==> src/rtl/booth_pkg.sv <==
// Shared types and arithmetic helpers for the Booth MAC accumulator.
// BOOTH_MAC_SAT_EN selects saturating adds in sat_add; otherwise adds wrap.
package booth_pkg;

  localparam int MAX_W = 32;

  typedef enum logic [1:0] {
    IDLE  = 2'd0,
    ACCUM = 2'd1,
    HOLD  = 2'd2
  } mac_state_t;

  // Sign-extend the low w bits of a value to the full helper width.
  function automatic logic signed [MAX_W-1:0] sext_prod(input logic [MAX_W-1:0] val,
                                                         input int w);
    int sh;
    sh = MAX_W - w;
    return $signed(val << sh) >>> sh;
  endfunction

  // Add two w-bit signed values that were sign-extended to MAX_W.
  function automatic logic signed [MAX_W-1:0] sat_add(input logic signed [MAX_W-1:0] a,
                                                       input logic signed [MAX_W-1:0] b,
                                                       input int w,
                                                       output logic ovf);
    logic signed [MAX_W-1:0] r;
`ifdef BOOTH_MAC_SAT_EN
    logic signed [MAX_W:0] s;
    logic signed [MAX_W:0] hi;
    logic signed [MAX_W:0] lo;
    s  = {a[MAX_W-1], a} + {b[MAX_W-1], b};
    hi = (33'sd1 <<< (w - 1)) - 33'sd1;
    lo = -(33'sd1 <<< (w - 1));
    ovf = 1'b0;
    r   = s[MAX_W-1:0];
    if (s > hi) begin
      ovf = 1'b1;
      r   = hi[MAX_W-1:0];
    end else if (s < lo) begin
      ovf = 1'b1;
      r   = lo[MAX_W-1:0];
    end
`else
    ovf = 1'b0;
    r   = sext_prod(a + b, w);
`endif
    return r;
  endfunction

endpackage

==> src/rtl/rise_det.sv <==
// Rising-edge detector for a level-type done signal; the delayed copy
// resets to RST_VAL so a level already high out of reset is not an edge.
module rise_det #(
  parameter logic RST_VAL = 1'b1
) (
  input  logic clk,
  input  logic rst,
  input  logic i_level,
  output logic o_rise
);

  logic r_level_q;

  always_ff @(posedge clk) begin
    if (rst) r_level_q <= RST_VAL;
    else     r_level_q <= i_level;
  end

  assign o_rise = i_level & ~r_level_q;

endmodule

==> src/rtl/booth_mac_acc.sv <==
// Sums LEN consecutive Booth products and offers the result on valid/ready,
// with a one-entry skid for a product arriving while the sum waits.
// Define BOOTH_MAC_SAT_EN for saturating accumulation with a sticky ovf flag.
module booth_mac_acc
  import booth_pkg::*;
#(
  parameter int PROD_W = 8,
  parameter int ACC_W  = 16,
  parameter int LEN    = 4,
  localparam int CNT_W = $clog2(LEN + 1)
) (
  input  logic              clk,
  input  logic              rst,
  input  logic [PROD_W-1:0] prod_in,
  input  logic              prod_done,
  input  logic              clr,
  output logic [ACC_W-1:0]  sum_out,
  output logic              sum_valid,
  input  logic              sum_ready,
  output logic              busy,
  output logic [CNT_W-1:0]  count,
  output logic              ovf,
  output logic              err
);

  logic                     w_cap;
  logic signed [MAX_W-1:0]  w_prod_x;
  logic signed [MAX_W-1:0]  w_acc_x;
  logic signed [MAX_W-1:0]  w_pend_x;
  logic [ACC_W-1:0]         w_sum_acc;
  logic [ACC_W-1:0]         w_sum_pend;
  logic                     w_ovf_acc;
  logic                     w_ovf_pend;

  mac_state_t               r_state;
  logic [ACC_W-1:0]         r_acc;
  logic [CNT_W-1:0]         r_count;
  logic [ACC_W-1:0]         r_sum_out;
  logic                     r_sum_valid;
  logic [PROD_W-1:0]        r_pend;
  logic                     r_pend_v;
  logic                     r_ovf;
  logic                     r_err;

  rise_det #(.RST_VAL(1'b1)) u_rise_det (
    .clk     (clk),
    .rst     (rst),
    .i_level (prod_done),
    .o_rise  (w_cap)
  );

  // Two adders: running sum + new product, and skid entry + new product.
  always_comb begin
    w_prod_x   = sext_prod(MAX_W'(prod_in), PROD_W);
    w_acc_x    = sext_prod(MAX_W'(r_acc), ACC_W);
    w_pend_x   = sext_prod(MAX_W'(r_pend), PROD_W);
    w_ovf_acc  = 1'b0;
    w_ovf_pend = 1'b0;
    w_sum_acc  = ACC_W'(sat_add(w_acc_x, w_prod_x, ACC_W, w_ovf_acc));
    w_sum_pend = ACC_W'(sat_add(w_pend_x, w_prod_x, ACC_W, w_ovf_pend));
  end

  always_ff @(posedge clk) begin
    if (rst) begin
      r_state     <= IDLE;
      r_acc       <= '0;
      r_count     <= '0;
      r_sum_out   <= '0;
      r_sum_valid <= 1'b0;
      r_pend      <= '0;
      r_pend_v    <= 1'b0;
      r_ovf       <= 1'b0;
      r_err       <= 1'b0;
    end else if (clr) begin
      r_state     <= IDLE;
      r_acc       <= '0;
      r_count     <= '0;
      r_pend_v    <= 1'b0;
      r_sum_valid <= 1'b0;
    end else begin
      case (r_state)
        IDLE: begin
          if (w_cap) begin
            r_acc   <= w_prod_x[ACC_W-1:0];
            r_count <= CNT_W'(1);
            r_state <= ACCUM;
          end
        end
        ACCUM: begin
          if (w_cap) begin
            if (w_ovf_acc) r_ovf <= 1'b1;
            if (r_count == CNT_W'(LEN - 1)) begin
              r_sum_out   <= w_sum_acc;
              r_sum_valid <= 1'b1;
              r_count     <= CNT_W'(LEN);
              r_state     <= HOLD;
            end else begin
              r_acc   <= w_sum_acc;
              r_count <= r_count + CNT_W'(1);
            end
          end
        end
        HOLD: begin
          if (r_sum_valid && sum_ready) begin
            r_sum_valid <= 1'b0;
            r_pend_v    <= 1'b0;
            if (r_pend_v && w_cap) begin
              if (w_ovf_pend) r_ovf <= 1'b1;
              // With LEN == 2 the skid entry plus the new product is already a full sum.
              if (LEN == 2) begin
                r_sum_out   <= w_sum_pend;
                r_sum_valid <= 1'b1;
                r_count     <= CNT_W'(LEN);
                r_acc       <= '0;
              end else begin
                r_acc   <= w_sum_pend;
                r_count <= CNT_W'(2);
                r_state <= ACCUM;
              end
            end else if (r_pend_v) begin
              r_acc   <= w_pend_x[ACC_W-1:0];
              r_count <= CNT_W'(1);
              r_state <= ACCUM;
            end else if (w_cap) begin
              r_acc   <= w_prod_x[ACC_W-1:0];
              r_count <= CNT_W'(1);
              r_state <= ACCUM;
            end else begin
              r_acc   <= '0;
              r_count <= '0;
              r_state <= IDLE;
            end
          end else if (w_cap) begin
            if (!r_pend_v) begin
              r_pend   <= prod_in;
              r_pend_v <= 1'b1;
            end else begin
              r_err <= 1'b1;
            end
          end
        end
        default: r_state <= IDLE;
      endcase
    end
  end

  assign sum_out   = r_sum_out;
  assign sum_valid = r_sum_valid;
  assign busy      = (r_state != IDLE);
  assign count     = r_count;
  assign ovf       = r_ovf;
  assign err       = r_err;

endmodule

==> config.mk <==
export PLATFORM = sky130hd
export DESIGN_NAME = booth_mac_acc
export DESIGN_NICKNAME = d
export VERILOG_FILES = /design/src/rtl/booth_pkg.sv /design/src/rtl/rise_det.sv /design/src/rtl/booth_mac_acc.sv
export SDC_FILE = /design/constraint.sdc
export NUM_CORES = 1
export LEC_CHECK = 0
export CAP_MARGIN = 20
export CORE_MARGIN = 4
export CORE_UTILIZATION = 35
export CTS_CLUSTER_DIAMETER = 150
export CTS_CLUSTER_SIZE = 10
export DETAILED_ROUTE_END_ITERATION = 8
export GPL_TIMING_DRIVEN = 1
export HOLD_SLACK_MARGIN = 0.06
export RECOVER_POWER = 50
export SLEW_MARGIN = 20
export SYNTH_ARGS = -nofsm -noshare
export SYNTH_HDL_FRONTEND = slang
export SYNTH_SLANG_ARGS = --single-unit
export TNS_END_PERCENT = 50
==> constraint.sdc <==
create_clock -name clk -period 5.45 [get_ports clk]
set_input_delay 0.545 -clock clk [delete_from_list [all_inputs] [get_ports clk]]
set_output_delay 0.545 -clock clk [all_outputs]
set_load 0.02 [all_outputs]
# Yosys cells after proc, flatten, opt, wreduce, memory -nomap -nowiden

Index checks and enable logic that the tools add are counted.

Register bits: 49
Input port bits: 13
Output and inout port bits: 23
Logic and storage cells: 71

Add/subtract/negate cells: 3
Equality and inequality tests: 8
Multiplexer cells: 30
Bitwise operators: 5
Reductions and logical operators: 16

Operators with widths:

| operator              | number |
|---|---|
| $mux W16              | 7 |
| $pmux W16 S3          | 1 |
| $add A16 B8 Y16       | 1 |
| $reduce_and A4 Y1     | 4 |
| $reduce_and A5 Y1     | 3 |
| $mux W3               | 4 |
| $mux W1               | 10 |
| $mux W2               | 5 |
| $ne A2 B2 Y1 const B  | 5 |
| $add A8 B8 Y9         | 1 |
| $pmux W3 S3           | 1 |
| $pmux W2 S3           | 1 |
| $reduce_bool A2 Y1    | 3 |
| $not A1 Y1            | 4 |
| $add A3 B1 Y3 const B | 1 |
| $eq A3 B2 Y1 const B  | 1 |
| $reduce_bool A3 Y1    | 1 |
| $eq A2 B1 Y1 const B  | 1 |
| $eq A2 B2 Y1 const B  | 1 |
| $logic_and A1 B1 Y1   | 2 |
| $logic_not A2 Y1      | 1 |
| $pmux W1 S2           | 1 |
| $reduce_and A2 Y1     | 1 |
| $reduce_or A2 Y1      | 1 |
| $and A1 B1 Y1         | 1 |

# Depth between registers and ports, before layout

Gate-level depths: netlist of the first run.

Word-level depth: 7
Depth in mapped cells: 12
Gate-level depth less buffers: 10

# By module

Synthesis of the first run repeated with hierarchy kept, for this count alone.

Cells, all modules: 418
Area, all modules: 3283.1 um^2

By module, submodules not included:

| module        | instances | cells each | area an instance (um^2) | seq. area each (um^2) |
|---|---|---|---|---|
| booth_mac_acc | 1         | 415        | 3250.6                  | 960.9 |
| rise_det      | 1         | 3          | 32.5                    | 20.0 |

# Worst setup path before layout of the first run

Ideal clock, no wire load.

Path type: in2reg
Start: in prod_in[0]
End: reg r_acc[9]
Setup time: 0.116 ns
Arrival: 2.249 ns
Data required time: 5.334 ns
Setup slack: 3.085 ns
Stages on the path: 10
Buffers on the path: 0
Cell sequence: ha_1 inv_1 fa_1 nand2b_1 a21oi_1 o21ai_1 a31o_2 a21oi_2 o21ai_0 o211a_1

Cells in the longest elaborated chain, start to end: 4
Elaborated cells between the ends (all ways): 7
Classes of those cells: add/sub (2); mux (5)

RTL lines:

| element                                          | RTL line                                  | text |
|---|---|---|
| start: declaration                               | booth_mac_acc.sv:14                       | `input logic [PROD_W-1:0] prod_in,` |
| $add A16 B8 Y16 or $add A8 B8 Y9 (tied branches) | booth_pkg.sv:45                           | `r = sext_prod(a + b, w);` |
| $mux W16, on equally long branches               | booth_mac_acc.sv:92, booth_mac_acc.sv:107 |  |
| $mux W16, on equally long branches               | booth_mac_acc.sv:90, booth_mac_acc.sv:104 |  |
| $pmux W16 S3 (*)                                 | booth_mac_acc.sv:81                       | `case (r_state)` |
| end signal: assignment                           | booth_mac_acc.sv:84                       | `r_acc <= w_prod_x[ACC_W-1:0];` |
| end signal: assignment                           | booth_mac_acc.sv:98                       | `r_acc <= w_sum_acc;` |
| end signal: assignment                           | booth_mac_acc.sv:116                      | `r_acc <= w_sum_pend;` |
| end: declaration                                 | booth_mac_acc.sv:36                       | `logic [ACC_W-1:0] r_acc;` |

Mark *: on every way between the ends. The rest lies on a longest branch, timed or not. The select of a mux whose other input is x is not followed.
A chain may end at the register's enable or synchronous reset.

# Worst setup path in the final report of the first run

Start: in rst
End: reg r_acc[15]

Cells in the longest elaborated chain, start to end: 1

RTL lines:

| element                    | RTL line            | text |
|---|---|---|
| start: declaration         | booth_mac_acc.sv:13 | `input logic rst,` |
| $reduce_or A2 Y1 (no line) | n/a                 |  |

Every way passes these cells.

==> qor.csv, run 1 <==
metric,value,unit
outcome,completed,
hold crit path type,reg2reg,
DRT iter0 DRCs,203,
Yosys cell types,59,
Residual DRC,0,
Post-DRT Antenna Nets,0,
Reg2Reg Depth,7,
Resized cells post-CTS,0,
detailed placement HPWL,6590,um
largest cells by area after synthesis,"dfxtp_1, ha_1, nand2_1",
TritonCTS Buffers,5,
vias in the first global route,3139,
Synth Flop Type,dfxtp_1,
CP endpoint kind,flop,
hold_sp,sum_out[3],
Leak,1.56,nW
TritonCTS Sinks,49,
Initial Util,36.4,%
clk_lat worst skew,310,ps
die height,106,um
"count leader, synth",nand2_1,
initial antenna violation count,0,
Post-synth EDFFs,0,
wire length per cell,15.2,um
cell row count,35,
count of final setup violators,0,
setup tns final,0,ps
startpoint types,input port,
worst vdd ir,0.110,mV
CTS tree,yes,
top-area cell type share of the netlist area,28.9,%
final net count,504,
DR vias,3189,
synthesized flop and latch total,49,
first-pass GRT wire length,15000,um
arrival time worst endpoint,3380,ps
Hold EP,sum_out[3],
P&R area growth vs syn,15.5,%
skew final,10.5,ps
# diodes,0,
Overflow after GRT,0,
WP data required,5680,ps
CORE AREA,9330,um2
Max-cap violations,0,
most instantiated cells after synthesis,"nand2_1, dfxtp_1, a21oi_1, nor2_1, ha_1",
FILL cells,970,
root buffer cell,clkbuf_8,
yosys synthesis warning count,0,
total die area,11300,um2
sequential fraction of the synthesis area,28.9,%
IO buf count,34,
P per Cell Area,204,nW/um2
crit path time final,3150,ps
H-tree levels,2,
DR pass1 iterations,5,
"CTS clk-pin slew, worst paths",100,ps
Hold Crit Depth,2,
syn avg cell area,7.73,um2
setup bufs post-CTS,0,
hold_ws,454,ps
Synth Instances,439,
CTS Buffer Depth,2,
largest net degree at the start of global routing,31,
Syn Nets,485,
"area leader, netlist",dfxtp_1,
"Hold-fix buffers, CTS",0,
gpl congestion,0.907,
final wirelength,8960,um
Die W,106,um
Setup CP Type,in2reg,
Final period util,57.7,%
Worst Max-Slew Pin Slew,1420,ps
vias per inst,5.42,
Reg2Reg Launch Point,r_pend_v,
unrepaired setup endpoints after global routing,no,
max_slew headroom,5.62,%
achievable frequency,318,MHz
Worst R2R End,r_acc[9],
CP Max Fanout,30,
Post-synth ARST share,0,%
Final Max Tran Viols,0,
mapped cell area,3390,um2
layout cells sized above 1,4.14,%
GRT Total Usage,16.2,%
I/O pin count,36,
"Hold Violations, Final",0,
worst reg-to-reg setup slack,2680,ps
kinds of logic (layout without fill, tap and decap cells):
kind of cell,after synthesis,count (layout),share of synthesized area [%]
and+or+nand+nor,160,160,22.0
AOI/OAI and AO/OA,125,125,22.8
xor gates and xnor gates,16,16,4.13
buffers and inverters,41,61,5.31
adders and majority gates,33,33,12.6
DFF,49,49,28.9
other,1,1,0.111
muxes,14,14,4.13
worst max-delay path: stages:
cell and delay (ps):
dlygate4sd3_1 530, clkbuf_1 540, nor2_1 930, o21ai_2 180
or4b_1 550, o211ai_1 100
layout by cell type, fill, tap and decap left out, drive strengths merged, types with 2 or more instances in the layout:
cell type / n
and2: 2
dlygate4sd3: 22
nand3b: 2
o211ai: 5
or4b: 2
nand3: 12
or2: 2
a21oi: 49
mux2i: 14
fa: 2
o211a: 2
o41ai: 3
xnor2: 5
a31oi: 10
nor3: 7
a311oi: 2
ha: 31
clkbuf: 6
dfxtp: 49
and3: 3
nor3b: 3
nand4b: 3
a21o: 5
nand4: 5
clkdlybuf4s50: 12
nor2: 42
o21ai: 29
inv: 18
o31ai: 3
a221oi: 2
a211oi: 3
xor2: 11
bufinv: 2
nand2b: 9
nand2: 67
metal layers:
metal  global-route usage (%)  vias up  routed length [um]
li1                         -     1602                   -
met1                     21.8     1490                4450
met2                     25.8       85                3950
met3                     3.10       12                 410
met4                     5.66        0                 153
met5                        0        -                   0
report_power, final:
part | internal (W) | leakage, nW | switching [W]
logic | 0.0000441 | 1.10 | 0.0000748
registers | 0.000363 | 0.396 | 0.00000320
clock network | 0.000182 | 0.0681 | 0.000131
how the worst max path moves through the flow:
| stage | start | endpoint | depth (start not counted) |
|---|---|---|---|
| finish | rst | r_acc[15] | 6 |
| global route | rst | r_acc[15] | 6 |
| global placement | prod_in[1] | r_acc[9] | 10 |
| detailed placement | prod_in[1] | r_acc[9] | 10 |
| floorplan | prod_in[0] | r_acc[9] | 10 |
| CTS | prod_in[0] | r_acc[9] | 11 |
sequential cells by signal (all words and copies together), names as in the netlist:
signal	count
count	3
err	1
r_acc	16
r_pend	8
r_pend_v	1
r_state	2
sum_out	16
sum_valid	1
u_rise_det.r_level_q	1
stage by stage:
stage / instance area [um2] / setup slack, ps / util, % / instances / power, W
6_report: 3920 / 2300 / 42.0 / 588 / 0.000798
5_1_grt: 3920 / 2090 / 42.0 / 588 / 0.000832
4_1_cts: 3920 / 2480 / 42.1 / 588 / 0.000808
3_5_place_dp: 3790 / 2140 / 40.6 / 580 / 0.000492
3_3_place_gp: 3790 / 2240 / 40.6 / 580 / 0.000491
2_1_floorplan: 3390 / 3080 / - / 439 / 0.000455
final cells by class:
class | instances | area [um2] | share of cell area (%)
repair buffers | 35 | 344 | 8.78
clock inverters | 3 | 65.1 | 1.66
clock buffers | 5 | 68.8 | 1.76
flip-flops and latches | 49 | 981 | 25.0
well taps | 129 | 161 | 4.12
inverters | 18 | 67.6 | 1.72
multi-input cells | 349 | 2230 | 56.9
Power figures use the tool's default switching activity.
==> inputs of run 2 (changes only) <==
==> constraint.sdc (replaced) <==
create_clock -name clk -period 3.1 [get_ports clk]
set_input_delay 0.31 -clock clk [delete_from_list [all_inputs] [get_ports clk]]
set_output_delay 0.31 -clock clk [all_outputs]
set_load 0.02 [all_outputs]
==> run 2 against run 1 <==
- sequential power grew 76%
- cell count grew 1.7%
- via count shrank 0.50%
- count of clock-buffer cells in the layout grew 3
- first-iteration DRC count shrank 25%
- non-clock buffer count grew 10
- combinational power grew 76%
- hold slack lost 1.8 ps
- register-to-register slack lost 2100 ps
- sequential share of layout area is essentially flat
- power grew 54%
- critical path type unchanged
- critical endpoint is now r_acc[14]
- largest cell class unchanged
==> qor.csv, run 2 (synthesized netlist as in run 1, its figures left out) <==
metric,value,unit
Post-DRT Antenna Nets,0,
Net Sw Power,0.000352,W
met2 WL,3930,um
setup tns final,0,ps
hold crit path type,reg2reg,
"commonest cells after routing, fill and taps aside","nand2_1, dfxtp_1, a21oi_1, nor2_1, ha_1",
FILL cells,1004,
Reg2Reg Depth,8,
CTS Buffer Depth,2,
met3 wire len,405,um
# diodes,0,
crit path time final,2590,ps
"Design Area, Final",3930,um2
final wirelength,8760,um
I/O pin count,36,
Resized cells post-CTS,0,
final net count,514,
"Hold-fix buffers, CTS",0,
P_int,0.000880,W
DRT iter0 DRCs,152,
Total Power,0.00123,W
achievable frequency,386,MHz
Initial Util,36.4,%
GRT Total Usage,15.6,%
outcome,completed,
worst vdd ir,0.209,mV
CTS tree,yes,
Die W,106,um
Hold Crit Depth,2,
TritonCTS Buffers,5,
Max-cap violations,0,
switch share,28.6,%
P&R area growth vs syn,15.7,%
arrival time worst endpoint,2750,ps
# placed instances,590,
Sequential Power Share,52.2,%
"CTS clk-pin slew, worst paths",90,ps
root buffer cell,clkbuf_8,
Clock Power Share,30.7,%
Residual DRC,0,
total die area,11300,um2
setup bufs post-CTS,0,
Final Max Tran Viols,0,
wire length per cell,14.7,um
max_slew headroom,38.9,%
largest net degree at the start of global routing,22,
M1 WL,4350,um
clk_lat worst skew,300,ps
CORE AREA,9330,um2
first-pass GRT wire length,14600,um
unrepaired setup endpoints after global routing,no,
Combinational Power Share,17.0,%
Reg area,981,um2
"Cell Count, Final, Fillers Out",598,
Overflow after GRT,0,
"Hold Violations, Final",0,
detailed placement HPWL,6760,um
die height,106,um
highest routed layer,met4,
Setup CP Type,in2reg,
gpl congestion,0.859,
DR vias,3173,
layout cells sized above 1,4.90,%
IO buf count,34,
skew final,11.1,ps
Final period util,83.5,%
hold_ws,452,ps
Leak,1.57,nW
initial antenna violation count,0,
WP data required,3260,ps
cell row count,35,
CP endpoint kind,flop,
TritonCTS Sinks,49,
vias per inst,5.31,
count of final setup violators,0,
Worst Max-Slew Pin Slew,913,ps
"commonest non-fill, non-tap cell in the layout",nand2_1,
DR pass1 iterations,4,
CP Max Fanout,11,
P per Cell Area,314,nW/um2
dpl cell area,3860,um2
multi-input logic area,2220,um2
startpoint types,input port,
H-tree levels,2,
vias in the first global route,3013,
==> run 2: cell types whose count changed in the layout (fill, tap and decap cells not counted) <==
cell,delta
buf_4,+10
clkbuf_1,+3
bufinv_16,-2
clkdlybuf4s50_1,-1
clkinv_2,-1
dlygate4sd3_1,+1
inv_1,+1
inv_2,-1
nand2b_1,+1
nand2b_4,-1
nor2_1,+1
nor2_4,-1
==> run 2: power by group through the flow <==
stage          clock [W]  combinational [W]  sequential (W)
3_5_place_dp           0           0.000211        0.000658
6_report        0.000378           0.000210        0.000644
3_3_place_gp           0           0.000209        0.000658
4_1_cts         0.000394           0.000212        0.000644
2_1_floorplan          0           0.000141        0.000658
5_1_grt         0.000413           0.000233        0.000645
==> run 2: routing by layer <==
metal / vias up / global-route usage (%)
li1: 1619 / -
met1: 1477 / 21.4
met2: 65 / 25.4
met3: 12 / 2.98
met4: 0 / 3.20
met5: - / 0
==> run 2: critical path, cell delays in order <==
cell	delay (ps)
dlygate4sd3_1	540
nand2b_1	240
inv_1	400
ha_1	330
o21ai_0	120
a21o_1	160
a31o_2	220
a21oi_2	180
buf_4	180
o31ai_1	70
==> run 2: area by class of cell <==
class / instances / area share (%)
Tap cell: 129 / 4.11
Timing Repair Buffer: 45 / 10.7
Inverter: 18 / 1.72
Clock buffer: 8 / 2.04
Multi-Input combinational cell: 349 / 56.5
Sequential cell: 49 / 25.0
==> run 2: path summary, 6_finish.rpt <==
path         startpoint          to  slack (ps)
max           prod_done   r_acc[14]         510
min          sum_out[0]  sum_out[0]         450
max reg2reg  r_state[1]   r_acc[15]         590
min reg2reg  sum_out[0]  sum_out[0]         450
==> run 2: stage by stage <==
stage | setup slack [ps] | util, %
floorplan | 941 | -
global placement | 286 | 41.4
detailed placement | 271 | 41.4
CTS | 585 | 42.3
global route | 330 | 42.1
finish | 511 | 42.1
==> inputs of run 3 (changes only) <==
==> constraint.sdc (replaced) <==
create_clock -name clk -period 2.15 [get_ports clk]
set_input_delay 0.215 -clock clk [delete_from_list [all_inputs] [get_ports clk]]
set_output_delay 0.215 -clock clk [all_outputs]
set_load 0.02 [all_outputs]
==> run 3 against run 2 <==
- power up 55%
- hold slack got worse by 120 ps
- critical path type is now reg2reg
- highest routed layer unchanged
- utilization up 6.8 points
- die area is the same
==> qor.csv, run 3 (synthesized netlist as in run 1, its figures left out) <==
metric,value,unit
"commonest cells after routing, fill and taps aside","nand2_1, buf_4, dfxtp_1, a21oi_1, nor2_1",
layout cells sized above 1,21.8,%
# diodes,0,
Overflow after GRT,0,
crit path time final,2080,ps
GRT Total Usage,16.7,%
Post-DRT Antenna Nets,0,
vias in the first global route,3305,
Total Power,0.00191,W
count of final setup violators,0,
DR vias,3433,
Initial Util,36.4,%
achievable frequency,482,MHz
DRT iter0 DRCs,155,
wire length per cell,14.3,um
setup tns final,0,ps
total die area,11300,um2
switch share,28.1,%
CP Max Fanout,6,
met3 wire len,327,um
Final Core Density,48.9,%
M1 WL,4550,um
final net count,574,
Final period util,96.5,%
WP data required,2330,ps
first-pass GRT wire length,15600,um
P per Cell Area,418,nW/um2
"Hold-fix buffers, CTS",0,
"CTS clk-pin slew, worst paths",100,ps
Sequential Power Share,48.7,%
Final Max Tran Viols,0,
unrepaired setup endpoints after global routing,yes,
worst reg-to-reg setup slack,70,ps
TritonCTS Sinks,49,
Setup CP Type,reg2reg,
hold crit path type,in2reg,
hold_sp,prod_in[1],
Reg2Reg Depth,10,
highest routed layer,met4,
Worst R2R End,r_acc[14],
CORE AREA,9330,um2
initial antenna violation count,0,
Reg2Reg Launch Point,r_pend[0],
Max-cap violations,0,
hold_ws,334,ps
P&R area growth vs syn,34.4,%
CP endpoint kind,flop,
arrival time worst endpoint,2260,ps
outcome,completed,
startpoint types,flop,
Hold EP,r_pend[1],
Hold Crit Depth,4,
H-tree levels,2,
Residual DRC,0,
Leak,1.95,nW
I/O pin count,36,
DR pass1 iterations,4,
die height,106,um
Clock Power Share,30.0,%
cell row count,35,
"Hold Violations, Final",0,
Net Sw Power,0.000537,W
met2 WL,4450,um
max_slew headroom,61.1,%
worst vdd ir,0.249,mV
skew final,10.9,ps
detailed placement HPWL,7180,um
root buffer cell,clkbuf_8,
CTS Buffer Depth,2,
FILL cells,935,
largest net degree at the start of global routing,19,
vias per inst,5.23,
Die W,106,um
P_int,0.00137,W
Combinational Power Share,21.3,%
CTS tree,yes,
gpl congestion,0.882,
Worst Max-Slew Pin Slew,583,ps
TritonCTS Buffers,5,
clk_lat worst skew,310,ps
final wirelength,9420,um
IO buf count,34,
-- run 3: power groups by stage --
| stage | sequential (W) | combinational (W) | clock, W |
|---|---|---|---|
| 3_3_place_gp | 0.000949 | 0.000376 | 0 |
| 3_5_place_dp | 0.000949 | 0.000381 | 0 |
| 4_1_cts | 0.000928 | 0.000386 | 0.000590 |
| 6_report | 0.000929 | 0.000405 | 0.000572 |
| 2_1_floorplan | 0.000949 | 0.000204 | 0 |
| 5_1_grt | 0.000931 | 0.000448 | 0.000624 |
-- run 3: critical path, stage by stage (launching register included) --
cell and delay [ps]:
dfxtp_2 340, ha_2 190, inv_1 60, fa_2 340, nand2b_4 170, a21oi_4 150
o21ai_2 70, a31o_2 260, a21oi_4 160, buf_6 140, o31ai_1 70
-- run 3: area by class of cell --
type                       count  area [um2]  share of cell area (%)
inverter                      18        67.6                    1.48
timing repair buffer         105         883                    19.4
sequential                    49         983                    21.6
tap                          129         161                    3.54
multi-input combinational    349        2380                    52.2
clock buffer                   7        86.3                    1.89
-- run 3: stage by stage --
step	cells	area [um2]	setup WS [ps]
after CTS	655	4420	-37.9
after global placement	648	4310	-496
final	657	4560	74.9
after floorplan	439	3400	40.0
after global routing	657	4560	-19.5
after detailed placement	648	4310	-516
-- run 3: layer usage --
layer	up-vias	track usage (%)
li1	1740	-
met4	0	4.38
met1	1622	22.8
met3	9	2.43
met2	62	27.7
met5	-	0
-- run 3: what timing repair did --
item / CTS / global route
buffers inserted: 0 / 2
gates resized for setup: 8 / 29
gates cloned: 0 / 0
endpoints found under the setup margin: 12 / 19
pin swaps: 1 / 10
-- run 3: worst max-delay path by stage --
stage	from	end	slack, ps	depth (start not counted)
floorplan	r_pend[0]	r_acc[9]	40	10
detailed placement	prod_in[0]	r_acc[14]	-520	11
global route	r_acc[0]	r_acc[14]	-20	10
CTS	prod_in[1]	r_acc[14]	-40	11
finish	r_pend[0]	r_acc[14]	70	10
global placement	prod_in[0]	r_acc[14]	-500	11
